==> src/rtl/cache_ctrl.sv <==
// cache_ctrl: direct-mapped, write-back, write-allocate cache controller.
// 8 lines x 4 bytes, 11-bit byte address {tag[5:0], index[2:0], offset[1:0]}.
// Backing RAM has one cycle of read latency and takes one byte per cycle.
// Optional macro CACHE_STATS_EN adds saturating hit_cnt/miss_cnt outputs.
//
// state     | meaning
// ----------+----------------------------------------------------------
// IDLE      | waiting for cpu_req; request is latched on the edge it is seen
// COMPARE   | tag check; a hit completes with cpu_ready, a miss picks a path
// WRITEBACK | 4 beats streaming the dirty victim line out to RAM
// ALLOCATE  | 4 address beats plus one trailing capture cycle filling the line
`timescale 1ns/1ps
module cache_ctrl (
  input  logic        clk,
  input  logic        reset,
  input  logic        cpu_req,
  input  logic        cpu_we,
  input  logic [10:0] cpu_addr,
  input  logic [7:0]  cpu_wdata,
  output logic [7:0]  cpu_rdata,
  output logic        cpu_ready,
  output logic [10:0] mem_addr,
  output logic [7:0]  mem_din,
  output logic        mem_wr,
  input  logic [7:0]  mem_dout
`ifdef CACHE_STATS_EN
  ,
  output logic [15:0] hit_cnt,
  output logic [15:0] miss_cnt
`endif
);

  localparam int OFFSET_BITS = 2;
  localparam int INDEX_BITS  = 3;
  localparam int TAG_BITS    = 6;
  localparam int LINES       = 1 << INDEX_BITS;
  localparam int LINE_BYTES  = 1 << OFFSET_BITS;

  typedef enum logic [1:0] {IDLE, COMPARE, WRITEBACK, ALLOCATE} state_t;

  state_t state, state_next;

  logic                   req_we;
  logic [10:0]            req_addr;
  logic [7:0]             req_wdata;
  logic [LINES-1:0]       valid;
  logic [LINES-1:0]       dirty;
  logic [TAG_BITS-1:0]    tag_mem  [LINES];
  logic [7:0]             data_mem [LINES][LINE_BYTES];
  // Beats remaining in the current burst: 3..0 for WRITEBACK, 4..0 for ALLOCATE.
  logic [2:0]             beat_left;

  logic [TAG_BITS-1:0]    req_tag;
  logic [INDEX_BITS-1:0]  req_idx;
  logic [OFFSET_BITS-1:0] req_off;
  logic                   hit;
  logic [1:0]             wb_beat;
  logic [2:0]             al_beat_full;
  logic [1:0]             al_beat;
  logic [1:0]             cap_beat;

  assign req_tag      = req_addr[10:5];
  assign req_idx      = req_addr[4:2];
  assign req_off      = req_addr[1:0];
  assign hit          = valid[req_idx] && (tag_mem[req_idx] == req_tag);
  // Counting down 3..0 maps to ascending beats 0..3.
  assign wb_beat      = ~beat_left[1:0];
  assign al_beat_full = 3'd4 - beat_left;
  assign al_beat      = al_beat_full[1:0];
  // RAM data lags the address by one cycle, so the byte captured now is one beat behind.
  assign cap_beat     = ~beat_left[1:0];

  // State register.
  always_ff @(posedge clk) begin
    if (reset) state <= IDLE;
    else       state <= state_next;
  end

  // Next-state decode and combinational outputs; everything forced low while reset is high.
  always_comb begin
    state_next = state;
    cpu_ready  = 1'b0;
    cpu_rdata  = 8'h00;
    mem_wr     = 1'b0;
    mem_addr   = 11'h000;
    mem_din    = 8'h00;
    case (state)
      IDLE: begin
        if (cpu_req) state_next = COMPARE;
      end
      COMPARE: begin
        if (hit) begin
          cpu_ready  = 1'b1;
          cpu_rdata  = data_mem[req_idx][req_off];
          state_next = IDLE;
        end else if (dirty[req_idx]) begin
          state_next = WRITEBACK;
        end else begin
          state_next = ALLOCATE;
        end
      end
      WRITEBACK: begin
        mem_wr   = 1'b1;
        mem_addr = {tag_mem[req_idx], req_idx, wb_beat};
        mem_din  = data_mem[req_idx][wb_beat];
        if (beat_left == 3'd0) state_next = ALLOCATE;
      end
      ALLOCATE: begin
        mem_addr = {req_tag, req_idx, al_beat};
        if (beat_left == 3'd0) state_next = COMPARE;
      end
      default: state_next = IDLE;
    endcase
    if (reset) begin
      cpu_ready = 1'b0;
      cpu_rdata = 8'h00;
      mem_wr    = 1'b0;
      mem_addr  = 11'h000;
      mem_din   = 8'h00;
    end
  end

  // Request latch, line metadata, data array and burst counter.
  always_ff @(posedge clk) begin
    if (reset) begin
      valid     <= '0;
      dirty     <= '0;
      beat_left <= 3'd0;
      req_we    <= 1'b0;
      req_addr  <= 11'h000;
      req_wdata <= 8'h00;
    end else begin
      case (state)
        IDLE: begin
          if (cpu_req) begin
            req_we    <= cpu_we;
            req_addr  <= cpu_addr;
            req_wdata <= cpu_wdata;
          end
        end
        COMPARE: begin
          if (hit) begin
            if (req_we) begin
              data_mem[req_idx][req_off] <= req_wdata;
              dirty[req_idx]             <= 1'b1;
            end
          end else if (dirty[req_idx]) begin
            beat_left <= 3'd3;
          end else begin
            beat_left <= 3'd4;
          end
        end
        WRITEBACK: begin
          if (beat_left == 3'd0) beat_left <= 3'd4;
          else                   beat_left <= beat_left - 3'd1;
        end
        ALLOCATE: begin
          if (!beat_left[2]) data_mem[req_idx][cap_beat] <= mem_dout;
          if (beat_left == 3'd0) begin
            tag_mem[req_idx] <= req_tag;
            valid[req_idx]   <= 1'b1;
            dirty[req_idx]   <= 1'b0;
          end else begin
            beat_left <= beat_left - 3'd1;
          end
        end
        default: ;
      endcase
    end
  end

`ifdef CACHE_STATS_EN
  // Marks the COMPARE that follows a refill so it is not counted a second time.
  logic refill;

  // Refill marker: set as ALLOCATE completes, cleared when a new request is latched.
  always_ff @(posedge clk) begin
    if (reset) begin
      refill <= 1'b0;
    end else if (state == IDLE && cpu_req) begin
      refill <= 1'b0;
    end else if (state == ALLOCATE && beat_left == 3'd0) begin
      refill <= 1'b1;
    end
  end

  // Saturating hit/miss counters, one count per request on its first COMPARE.
  always_ff @(posedge clk) begin
    if (reset) begin
      hit_cnt  <= 16'h0000;
      miss_cnt <= 16'h0000;
    end else if (state == COMPARE && !refill) begin
      if (hit) begin
        if (hit_cnt != 16'hFFFF) hit_cnt <= hit_cnt + 16'd1;
      end else begin
        if (miss_cnt != 16'hFFFF) miss_cnt <= miss_cnt + 16'd1;
      end
    end
  end
`endif

endmodule

==> config.mk <==
export PLATFORM = sky130hd
export DESIGN_NAME = cache_ctrl
export DESIGN_NICKNAME = d
export VERILOG_FILES = /design/src/rtl/cache_ctrl.sv
export SDC_FILE = /design/constraint.sdc
export NUM_CORES = 1
export LEC_CHECK = 0
export CORE_AREA = 10 10 173 175
export CTS_BUF_LIST = sky130_fd_sc_hd__clkbuf_8
export CTS_CLUSTER_SIZE = 20
export DETAILED_ROUTE_END_ITERATION = 16
export DIE_AREA = 0 0 183 185
export GPL_TIMING_DRIVEN = 0
export PLACE_DENSITY = 0.87
export SYNTH_ARGS = -nofsm -noshare
export SYNTH_HDL_FRONTEND = slang
export SYNTH_SLANG_ARGS = --single-unit
==> constraint.sdc <==
create_clock -name clk -period 3.3 [get_ports clk]
set_input_delay 0.495 -clock clk [delete_from_list [all_inputs] [get_ports clk]]
set_output_delay 0.495 -clock clk [all_outputs]
set_load 0.03 [all_outputs]
After elaboration in Yosys (flattened, before gate mapping)
Memory sizes are Yosys's and may differ from the RTL's. A register that Yosys moved wholly into a read port is not among the register bits. Index checks and enable logic that the tools add are counted.

$add $sub $neg: 2. Multiply operators: 0. Divide/modulo/power cells: 0. Magnitude comparators: 6. Eq/ne operators: 11. Shifts and indexed selects: 0. Muxes and demuxes: 92. Bitwise operators: 39. Reduce and logical (&&, ||, !) cells: 13.

Operators with widths (count): $mux 8 (14); $mux 32 (2); $mux 1 (52); $bmux 8 s2 (2); $demux 8 s2 (2); $or 1x1->1 (32); $mux 3 (8); $pmux 11 s2 (1); $or 8x8->8 (2); $pmux 8 s2 (1); $ne 2x2->1 const B (7); $mux 11 (1); $pmux 3 s3 (1); $and 8x8->8 (1); $mux 2 (4); $not 8->8 (1); $pmux 2 s4 (1); $bmux 1 s3 (2); $eq 6x6->1 (1); $ge 3x3->1 const B (2); $lt 3x1->1 const B (2); $not 2->3 (2); $reduce_and 3->1 (2); $eq 2x2->1 const B (2); other kinds (14) (18).

Flip-flop bits (word level): 41. Bits in latches: 0. RAM bits: 304. ROM bits: 0. Input bits: 31. Output and inout bits: 29. Word-level logic and storage cells: 172. Memories: 2.

Memories: data_mem (words 8, bits a word 32, rd ports 1, clocked after Yosys merged registers in 1, write ports 1, RTL line 49) `logic [7:0] data_mem [LINES][LINE_BYTES];`; tag_mem (words 8, bits a word 6, rd ports 1, clocked after Yosys merged registers in 1, write ports 1, RTL line 48) `logic [TAG_BITS-1:0] tag_mem [LINES];`.

Longest topological paths before layout
Gate-level depths: netlist of run 1.

Word-level depth: 8. Depth in mapped cells: 10. Gate-level depth less buffers: 8.

Worst setup path after synthesis of run 1
Ideal clock, no wire load.

Path type: reg-to-reg. From: register (tool-made name). To: memory data_mem[7][16] (netlist bit) (enable). Library setup time: 0.370 ns. Arrival: 3.218 ns. Data required time: 2.930 ns. Path slack: -0.289 ns. Stages on the path, launching flop included: 11. Path buffers: 2. Path through: dfxtp_1 -> clkbuf_1 -> buf_2 -> mux4_2 -> mux2i_4 -> xor2_1 -> nand3_2 -> or4_4 -> inv_1 -> a41oi_1 -> nor2_1.

RTL lines (RTL line): end: declaration (49).

==> flow_metrics.env, run 1 <==
export IMPL_gr_total_overflow=0
export IMPL_start_kind="flop"
export IMPL_cts_made_buffers=50
export IMPL_fin_cells=1432
export IMPL_min_period_ps=3931
export IMPL_finalCritPeriodShare_pct=119.1
export IMPL_synth_top_family_by_area="multiplexers"
export IMPL_setup_viol=273
export IMPL_async_reset_ff_share_pct=0
export IMPL_worstRegToRegCells=12
export IMPL_die_area_um2=33860
export IMPL_drt_wl_total_um=42910
export IMPL_synth_edf_count=304
export IMPL_synthFlopType="edfxtp_1"
export IMPL_grt_max_degree=14
export IMPL_ys_warn_count=0
export IMPL_skew_ps=41.11
export IMPL_route_detailed_drc=0
export IMPL_drt_iter0_markers=1371
export IMPL_core_um2=26580
export IMPL_synth_xor_area_share_pct=0.2964
export IMPL_fin_nets=1092
export IMPL_clockRootBuffer="clkbuf_8"
export IMPL_syn_avg_cell_area_um2=16.91
export IMPL_p_leak_nw=6.227
export IMPL_worst_pin_slew_ps=962.6
export IMPL_yosysUniqueCellTypes=58
export IMPL_fmax_ghz=0.2544
export IMPL_cts_sinks=348
export IMPL_top_layer="met4"
export IMPL_clk_latency_ps=600
export IMPL_vdd_drop_max_mv=0.4802
export IMPL_synth_area_top_cells="edfxtp_1 62%, mux4_2 14%, dfxtp_1 6.0%, mux2_2 3.0%, mux2i_1 2.6%"
export IMPL_die_y_um=185
export IMPL_yosysSeqAreaShare_pct=67.74
export IMPL_dr_pass1_iters=6
export IMPL_synth_area_um2=14780
export IMPL_place_inst=1274
export IMPL_dr_wl_met3_um=4546
export IMPL_routed_via_count=9579
export IMPL_cts_buffer_depth=3
export IMPL_whs_path_depth=3
export IMPL_path_class="flop to primary output"
export IMPL_start_util_pct=55.60
export IMPL_ant_nets=0
export IMPL_final_core_util_pct=70.01
export IMPL_layout_drive_gt1_share_pct=35.96
export IMPL_dr_wl_met2_um=21820
export IMPL_grt_pass1_vias=9997
export IMPL_cp_end_kind="primary output"
export IMPL_relSlewSlack_pct=35.65
export IMPL_syn2layout_area_growth_pct=25.92
export IMPL_netlist_area_leader_share_pct=61.78
export IMPL_violations="negative setup slack"
export IMPL_cts_tree="yes"
export IMPL_num_rows=60
export IMPL_viasPerCell=6.689
export IMPL_synth_compound_area_share_pct=3.768
export IMPL_power_total_mw=9.748
export IMPL_synth_simple_area_share_pct=5.530
export IMPL_path_clk_slew_ps=70
export IMPL_detailed_place_hpwl_um=25170
export IMPL_worstPathRequired_ps=2800
export IMPL_worst_slack_ps=-630.8
export IMPL_wl_per_cell_um=29.97
export IMPL_outcome="finished, violations left"
export IMPL_grt_use_total_pct=25.30
export IMPL_gp_congestion=0.8812
export IMPL_maxSlewViolCount=0
export IMPL_cts_hold_buf=0
export IMPL_power_density_nw_per_um2=523.9
export IMPL_synth_area_leader_cell="edfxtp_1"
export IMPL_cp_max_fo=9
export IMPL_synth_fa_ha_area_share_pct=0.8468
export IMPL_hold_path_class="input pin to flop"
export IMPL_min_delay_start="cpu_addr[5]"
export IMPL_synth_nets=915
export IMPL_syn_inst=874
export IMPL_antenna_found_initial=1
export IMPL_grt_pass1_wl_um=63200
export IMPL_cts_htree_levels=2
export IMPL_cap_violations=0
export IMPL_portBuffers=59
export IMPL_wl_met1_um=14190
export IMPL_rsz0062_at_grt="true"
export IMPL_final_hold_violation_count=0
export IMPL_cp_arrival_ps=3440
export IMPL_synth_ff_latch_count=348
export IMPL_pin_count=60
export IMPL_die_w_um=183
export IMPL_synth_mux_area_share_pct=19.49
==> area by class of cell <==
cell class,count,area (um2)
Antenna cell,1,2.502
Timing Repair Buffer,128,1638
Buffer,48,470.5
Sequential cell,348,10010
Fill cell,1464,7970
Tap cell,341,426.7
Clock buffer,54,743.2
Multi-Input combinational cell,444,5010
Inverter,31,121.4
Clock inverter,37,182.7
==> synth_stat cells, types with 2 or more instances <==
master    instances
nand3b_1          2
dfxtp_1          44
nor2_1           80
o22ai_1           9
mux2_2           39
o211a_1           6
nor3_1            5
mux2i_1          39
a41oi_1           4
a22oi_1          10
buf_1             9
inv_1            28
buf_2             8
nand3_1           2
nand2_1          55
o31ai_1           2
o221ai_1          2
nor3b_1           4
a21oi_1          29
and3_1            3
nor2b_1           5
o21ai_0           2
clkbuf_1         31
clkinv_1          2
nand2b_1          7
nand4_1           5
a311oi_1          2
mux4_2           90
a221oi_1          2
ha_1             10
xor2_1            4
buf_6             2
and2_1            4
edfxtp_1        304
==> power by group <==
| part | switching (mW) | internal, mW | leakage, nW | total [mW] |
|---|---|---|---|---|
| sequential | 0.0940 | 4.89 | 3.16 | 4.98 |
| combinational | 0.885 | 0.643 | 2.52 | 1.53 |
| clock | 1.65 | 1.59 | 0.545 | 3.24 |
| total | 2.63 | 7.12 | 6.23 | 9.75 |
==> worst max-delay path, stage by stage, from the launching register on <==
cell	delay, ps
dfxtp_2	340
buf_8	140
buf_12	130
mux4_2	530
mux2i_4	200
xor2_1	190
nand4_1	210
or4_4	570
buf_12	170
nor2_1	160
buf_4	200
==> placed cells by master (no fill, tap or decap), types with 6 or more instances in the layout <==
| master | netlist | layout |
|---|---|---|
| buf_4 | 0 | 24 |
| dfxtp_1 | 44 | 43 |
| a22oi_1 | 10 | 10 |
| clkinv_1 | 2 | 13 |
| clkbuf_1 | 31 | 20 |
| clkdlybuf4s50_1 | 0 | 36 |
| nor2_1 | 80 | 34 |
| nor2_4 | 0 | 42 |
| buf_6 | 2 | 24 |
| mux2i_2 | 0 | 15 |
| buf_8 | 1 | 6 |
| a21oi_1 | 29 | 29 |
| mux2i_1 | 39 | 16 |
| ha_1 | 10 | 9 |
| nand2b_1 | 7 | 6 |
| o211a_1 | 6 | 6 |
| clkbuf_8 | 0 | 54 |
| buf_12 | 0 | 42 |
| mux2i_4 | 1 | 9 |
| nand2_1 | 55 | 55 |
| o22ai_1 | 9 | 8 |
| mux4_2 | 90 | 90 |
| inv_1 | 28 | 46 |
| mux2_2 | 39 | 39 |
| edfxtp_1 | 304 | 304 |
==> kinds of logic after synthesis <==
group,after synthesis
and+or+nand+nor,182
muxes,169
DFF,348
adders and majority gates,10
xor gates and xnor gates,5
buffers and inverters,82
AOI/OAI and AO/OA,78
==> metrics by stage <==
stage | setup slack, ps | instance area, um2 | setup TNS (ps) | hold WS [ps]
detailed placement | -1216 | 16090 | -163240 | 464.8
finish | -630.8 | 18610 | -97610 | 456.4
floorplan | 3.378 | 15080 | 0 | 447.3
global route | -646.7 | 18600 | -111390 | 463.4
CTS | -488.0 | 18350 | -67880 | 435.7
global placement | -1143 | 16090 | -157420 | 456.1
==> sequential cells by signal, summed over array words and instances (netlist names), named ones only <==
signal	count
state	2
valid	8
beat_left	3
req_addr	11
tag_mem	48
data_mem	256
req_wdata	8
req_we	1
==> what timing repair did <==
action / CTS / global route
setup endpoints to repair: 347 / 342
gates cloned: 1 / 1
setup buffers: 59 / 14
hold endpoints to repair: 0 / 0
resized for setup: 220 / 52
pin swaps: 40 / 27
==> path summary, 6_finish.rpt <==
kind / end / slack [ps]
max reg2reg: data_mem[3][2] / -450
max: cpu_rdata[6] / -630
min reg2reg: valid[1] / 490
min: req_addr[5] / 460
==> per-layer routing <==
layer  GRT usage [%]  vias to the layer above
met4           13.08                        0
met3           6.250                      214
met5               0                        -
li1                -                     3796
met1           28.93                     4769
met2           43.44                      800
Note: power is estimated with default switching activity, not from simulation.
==> run 2, diff against run 1 <==
--- a/config.mk
+++ b/config.mk
@@ -8,4 +8,5 @@
 export CORE_AREA = 10 10 173 175
 export CTS_BUF_LIST = sky130_fd_sc_hd__clkbuf_8
+export CTS_CLUSTER_DIAMETER = 120
 export CTS_CLUSTER_SIZE = 20
 export DETAILED_ROUTE_END_ITERATION = 16
==> constraint.sdc (replaced) <==
create_clock -name clk -period 3.3 [get_ports clk]
set_input_delay 0.495 -clock clk [delete_from_list [all_inputs] [get_ports clk]]
set_output_delay 0.495 -clock clk [all_outputs]
set_load 0.02 [all_outputs]
==> flow_metrics.env, run 2 (synthesis results as in run 1) <==
export IMPL_top_layer="met4"
export IMPL_worst_pin_slew_ps=1150
export IMPL_syn2layout_area_growth_pct=22.20
export IMPL_drt_iter0_markers=1524
export IMPL_dr_wl_met2_um=19730
export IMPL_worstRegToRegCells=12
export IMPL_grt_use_total_pct=22.89
export IMPL_die_area_um2=33860
export IMPL_whs_path_depth=3
export IMPL_gp_congestion=0.8930
export IMPL_start_kind="flop"
export IMPL_violations="negative setup slack"
export IMPL_dr_wl_met3_um=4533
export IMPL_path_class="flop to primary output"
export IMPL_layout_common_cells="304 x edfxtp_1, 90 x mux4_2, 55 x nand2_1"
export IMPL_wl_per_cell_um=30.15
export IMPL_cts_buffer_depth=3
export IMPL_worst_slack_ps=-562.9
export IMPL_gr_total_overflow=0
export IMPL_vdd_drop_max_mv=0.2919
export IMPL_finalCritPeriodShare_pct=117.1
export IMPL_cts_made_buffers=21
export IMPL_path_clk_slew_ps=120
export IMPL_drt_wl_total_um=41490
export IMPL_cp_end_kind="primary output"
export IMPL_pre_cts_ws_ps=-1010
export IMPL_cp_arrival_ps=3370
export IMPL_dr_pass1_iters=5
export IMPL_largest_reg_flops=256
export IMPL_core_um2=26580
export IMPL_power_total_mw=8.540
export IMPL_hold_path_class="input pin to flop"
export IMPL_reg_top3="data_mem x256, tag_mem x48, req_addr x11"
export IMPL_route_detailed_drc=0
export IMPL_place_inst=1274
export IMPL_pin_count=60
export IMPL_crit_chain="buf_12 -> buf_12 -> mux4_2 -> mux2i_4 -> xor2_2 -> nand3_2 -> or4_4 -> buf_12 -> nor2_1 -> buf_4"
export IMPL_setup_viol=273
export IMPL_detailed_place_hpwl_um=24420
export IMPL_fin_cells=1376
export IMPL_ant_nets=0
export IMPL_relSlewSlack_pct=23.31
export IMPL_skew_ps=55.24
export IMPL_largest_register="data_mem"
export IMPL_min_period_ps=3863
export IMPL_cts_sinks=348
export IMPL_path_common_cell="buf_12"
export IMPL_outcome="finished, violations left"
export IMPL_tns_ps=-68470
export IMPL_worstPathRequired_ps=2800
export IMPL_viasPerCell=6.849
export IMPL_cp_max_fo=9
export IMPL_crit_slowest_cell="mux4_2"
export IMPL_num_antenna_cells=0
export IMPL_maxSlewViolCount=0
export IMPL_num_rows=60
export IMPL_layout_drive_gt1_share_pct=34.78
export IMPL_antenna_found_initial=0
export IMPL_portBuffers=59
export IMPL_grt_max_degree=22
export IMPL_p_leak_nw=5.889
export IMPL_power_density_nw_per_um2=473.0
export IMPL_routed_via_count=9424
export IMPL_wl_met1_um=14310
export IMPL_clockRootBuffer="clkbuf_8"
export IMPL_final_hold_violation_count=0
export IMPL_start_util_pct=55.60
export IMPL_grt_pass1_vias=9078
export IMPL_clk_latency_ps=600
export IMPL_fin_nets=1061
export IMPL_die_w_um=183
export IMPL_cts_tree="yes"
export IMPL_layout_commonest_cell="edfxtp_1"
export IMPL_cts_htree_levels=1
export IMPL_rsz0062_at_grt="true"
export IMPL_die_y_um=185
export IMPL_cap_violations=0
export IMPL_fmax_ghz=0.2589
export IMPL_grt_pass1_wl_um=57970
export IMPL_max_stage_delay_ps=550
-- run 2: layer usage --
layer | vias to the layer above | track usage [%]
met2 | 815 | 37.19
met4 | 0 | 11.25
met1 | 4665 | 28.90
met3 | 222 | 4.761
li1 | 3722 | -
met5 | - | 0
-- run 2: stage by stage --
stage / hold WS [ps] / cell area (um2) / utilization [%]
after floorplan: 447.3 / 15080 / -
after global placement: 456.4 / 16090 / 60.56
after detailed placement: 465.8 / 16090 / 60.56
after CTS: 455.8 / 17600 / 66.22
after global routing: 442.0 / 18060 / 67.94
final: 455.4 / 18060 / 67.94
-- run 2: critical path, delay by kind of cell (launching register included) --
kind | cells | cell delay [ps]
simple gates | 3 | 800
mux | 2 | 760
buf+inv | 4 | 590
xor+xnor | 1 | 230
flops | 1 | 390
-- run 2: area by class of cell --
class | count | area [um2]
Timing Repair Buffer | 125 | 1509
Clock inverter | 17 | 80.08
Fill cell | 1543 | 8519
Multi-Input combinational cell | 444 | 5127
Inverter | 31 | 121.4
Buffer | 49 | 488.0
Sequential cell | 348 | 10010
Tap cell | 341 | 426.7
Clock buffer | 21 | 289.0
-- run 2: power by group --
part / total (mW) / internal [mW] / switching (mW)
clock network: 1.96 / 0.615 / 1.34
registers: 4.98 / 4.88 / 0.0972
logic: 1.60 / 0.690 / 0.910
total: 8.54 / 6.19 / 2.35
-- run 2: worst paths after layout --
kind | slack, ps | end | from
hold reg to reg | 480 | valid[1] | valid[1]
setup / recovery | -560 | cpu_rdata[6] | flop
hold / removal | 460 | req_wdata[6] | cpu_wdata[6]
setup reg to reg | -490 | data_mem[3][6] | flop
-- run 2: timing repair --
| action | 4_1_cts | 5_1_grt |
|---|---|---|
| gates cloned | 1 | 1 |
| pin swaps | 32 | 14 |
| endpoints found under the setup margin | 345 | 331 |
| hold buffers | 0 | 0 |
| resized for setup | 194 | 100 |
| buffers inserted | 43 | 21 |
==> run 3, diff against run 2 <==
- ABC_AREA: unset -> 1
- CORE_AREA: 10 10 173 175 -> 10 10 174 176
- DIE_AREA: 0 0 183 185 -> 0 0 184 186
- MAX_ROUTING_LAYER: unset -> met4
- PLACE_DENSITY: 0.87 -> 0.88
- TNS_END_PERCENT: unset -> 1
==> flow_metrics.env, run 3 <==
export IMPL_outcome="finished, violations left"
export IMPL_violations="negative setup slack"
export IMPL_cp_end_kind="primary output"
export IMPL_synth_area_leader_cell="edfxtp_1"
export IMPL_gp_congestion=1.042
export IMPL_skew_ps=36.75
export IMPL_largest_register="data_mem"
export IMPL_grt_pass1_vias=11311
export IMPL_worst_pin_slew_ps=1049
export IMPL_viasPerCell=6.451
export IMPL_portBuffers=58
export IMPL_final_core_util_pct=64.77
export IMPL_antenna_found_initial=0
export IMPL_clockRootBuffer="clkbuf_8"
export IMPL_gr_total_overflow=0
export IMPL_wl_per_cell_um=24.54
export IMPL_route_detailed_drc=0
export IMPL_cts_made_buffers=21
export IMPL_fmax_ghz=0.2831
export IMPL_r2r_slack_ps=-50
export IMPL_syn_inst=1435
export IMPL_relSlewSlack_pct=29.30
export IMPL_wl_met1_um=16140
export IMPL_rsz0062_at_grt="true"
export IMPL_synth_most_common_cell="edfxtp_1"
export IMPL_whs_path_depth=3
export IMPL_dr_pass1_iters=8
export IMPL_worst_slack_ps=-232.6
export IMPL_fin_nets=1569
export IMPL_netlist_area_leader_share_pct=60.63
export IMPL_synth_area_um2=15060
export IMPL_cp_max_fo=10
export IMPL_layout_drive_gt1_share_pct=14.20
export IMPL_worstPathRequired_ps=2800
export IMPL_core_um2=26730
export IMPL_layout_common_cells="304 x edfxtp_1, 217 x nand2_1, 194 x nor2_1"
export IMPL_cap_violations=0
export IMPL_ys_warn_count=0
export IMPL_maxSlewViolCount=0
export IMPL_drt_wl_total_um=46200
export IMPL_p_leak_nw=6.226
export IMPL_pre_cts_ws_ps=-708.5
export IMPL_min_delay_start="reset"
export IMPL_power_density_nw_per_um2=541.3
export IMPL_path_class="flop to primary output"
export IMPL_dr_wl_met2_um=21530
export IMPL_die_w_um=184
export IMPL_dr_wl_met3_um=6308
export IMPL_drt_iter0_markers=2226
export IMPL_num_rows=60
export IMPL_cts_buffer_depth=3
export IMPL_routed_via_count=12147
export IMPL_largest_reg_flops=256
export IMPL_cts_htree_levels=1
export IMPL_final_hold_violation_count=0
export IMPL_syn_avg_cell_area_um2=10.49
export IMPL_grt_use_total_pct=26.57
export IMPL_vdd_drop_max_mv=0.4321
export IMPL_finalCritPeriodShare_pct=107.0
export IMPL_synth_nets=1476
export IMPL_hold_end="state[0]"
export IMPL_synth_ff_latch_count=348
export IMPL_path_clk_slew_ps=130
export IMPL_cp_arrival_ps=3040
export IMPL_num_antenna_cells=0
export IMPL_cts_sinks=348
export IMPL_die_y_um=186
export IMPL_syn2layout_area_growth_pct=14.98
export IMPL_die_area_um2=34220
export IMPL_pin_count=60
export IMPL_yosysSeqAreaShare_pct=66.48
export IMPL_hold_path_class="input pin to flop"
export IMPL_yosysUniqueCellTypes=32
export IMPL_top_layer="met4"
export IMPL_grt_pass1_wl_um=66830
export IMPL_n_fill_cell=1944
export IMPL_setup_viol=36
export IMPL_min_period_ps=3533
export IMPL_start_util_pct=56.33
export IMPL_synthTopCellsByCount="304 x edfxtp_1, 234 x nand2_1, 215 x o21ai_0, 196 x nor2_1, 100 x inv_1"
export IMPL_async_reset_ff_share_pct=0
export IMPL_synthFlopType="edfxtp_1"
export IMPL_synth_edf_count=304
export IMPL_place_inst=1834
export IMPL_fin_cells=1883
export IMPL_start_kind="flop"
export IMPL_worstRegToRegCells=16
export IMPL_synth_area_top_cells="edfxtp_1 61%, o21ai_0 7.1%, dfxtp_1 5.9%, nand2_1 5.8%, nor2_1 4.9%"
export IMPL_grt_max_degree=22
export IMPL_cts_tree="yes"
export IMPL_clk_latency_ps=590
export IMPL_regToRegEndpoint="data_mem[6][30]"
export IMPL_layout_commonest_cell="edfxtp_1"
export IMPL_reg_top3="data_mem x256, tag_mem x48, req_addr x11"
export IMPL_detailed_place_hpwl_um=30750
export IMPL_ant_nets=0
export IMPL_cts_hold_buf=0
[run 3: changes by cell type in the layout (fill, tap and decap cells not counted), sizes merged, moves of 47 or more]
cell   previous run  this run
nand3             3        53
nand2            55       236
nor2             80       196
o22ai             9        74
mux4             90         0
o21ai             2       216
a21oi            29        76
buf             106        46
inv              43       115
[run 3: layout make-up]
| class | instances | area (um2) | area share, % |
|---|---|---|---|
| sequential | 348 | 10020 | 57.86 |
| multi-input combinational | 899 | 4762 | 27.51 |
| timing repair buffer | 70 | 743.2 | 4.293 |
| buffer | 85 | 601.8 | 3.477 |
| tap | 341 | 426.7 | 2.465 |
| inverter | 103 | 399.1 | 2.306 |
| clock buffer | 21 | 289.0 | 1.670 |
| clock inverter | 16 | 72.57 | 0.4192 |
[run 3: kinds of logic after synthesis]
logic type | count (synthesis) | share of synthesized area [%]
adders and majority gates | 10 | 0.8310
DFF | 348 | 66.48
xor gates and xnor gates | 1 | 0.05818
buffers and inverters | 189 | 4.986
and+or+nand+nor | 497 | 13.50
AOI/OAI and AO/OA | 390 | 14.14
[run 3: critical path: stages, from the launching register on]
cell	delay [ps]
dfxtp_4	400
buf_8	150
clkbuf_1	480
o21ai_0	210
o221ai_1	250
o21ai_2	140
a21oi_1	130
o21ai_0	120
a21oi_2	260
clkdlybuf4s15_2	300
[run 3: per-stage QoR]
step | cell area (um2) | setup TNS, ps | hold WS, ps | total power [mW]
after detailed placement | 16060 | -69170 | 474.5 | 7.078
after CTS | 16890 | -1073 | 382.0 | 9.038
after global placement | 16060 | -59840 | 467.7 | 7.003
after floorplan | 15060 | 0 | 457.7 | 6.330
final | 17310 | -2506 | 377.4 | 9.370
after global routing | 17310 | -16460 | 398.6 | 9.636
[run 3: per-layer routing]
metal | GRT usage (%) | vias up
met5 | - | -
met4 | 11.93 | 0
met3 | 4.738 | 178
met2 | 41.37 | 1029
met1 | 33.64 | 5710
li1 | - | 5230
[run 3: what timing repair did]
item,in CTS,in global routing
setup buffers,2,5
setup endpoints to repair,278,361
pin swaps,4,19
hold endpoints to repair,0,0
gates resized for setup,228,111
gates cloned,1,5
[run 3: power by group]
part | switching (mW) | internal, mW | total, mW
combinational | 1.64 | 0.704 | 2.34
sequential | 0.121 | 4.98 | 5.10
clock | 1.32 | 0.612 | 1.93
total | 3.08 | 6.29 | 9.37
[run 3: worst max-delay path by stage]
stage               start        endpoint  cells after the start
floorplan            flop  data_mem[1][0]                     13
global placement     flop      mem_din[7]                     12
detailed placement   flop    cpu_rdata[4]                      9
CTS                  flop    cpu_rdata[2]                     12
global route         flop    cpu_rdata[7]                     16
finish               flop      mem_din[1]                      9
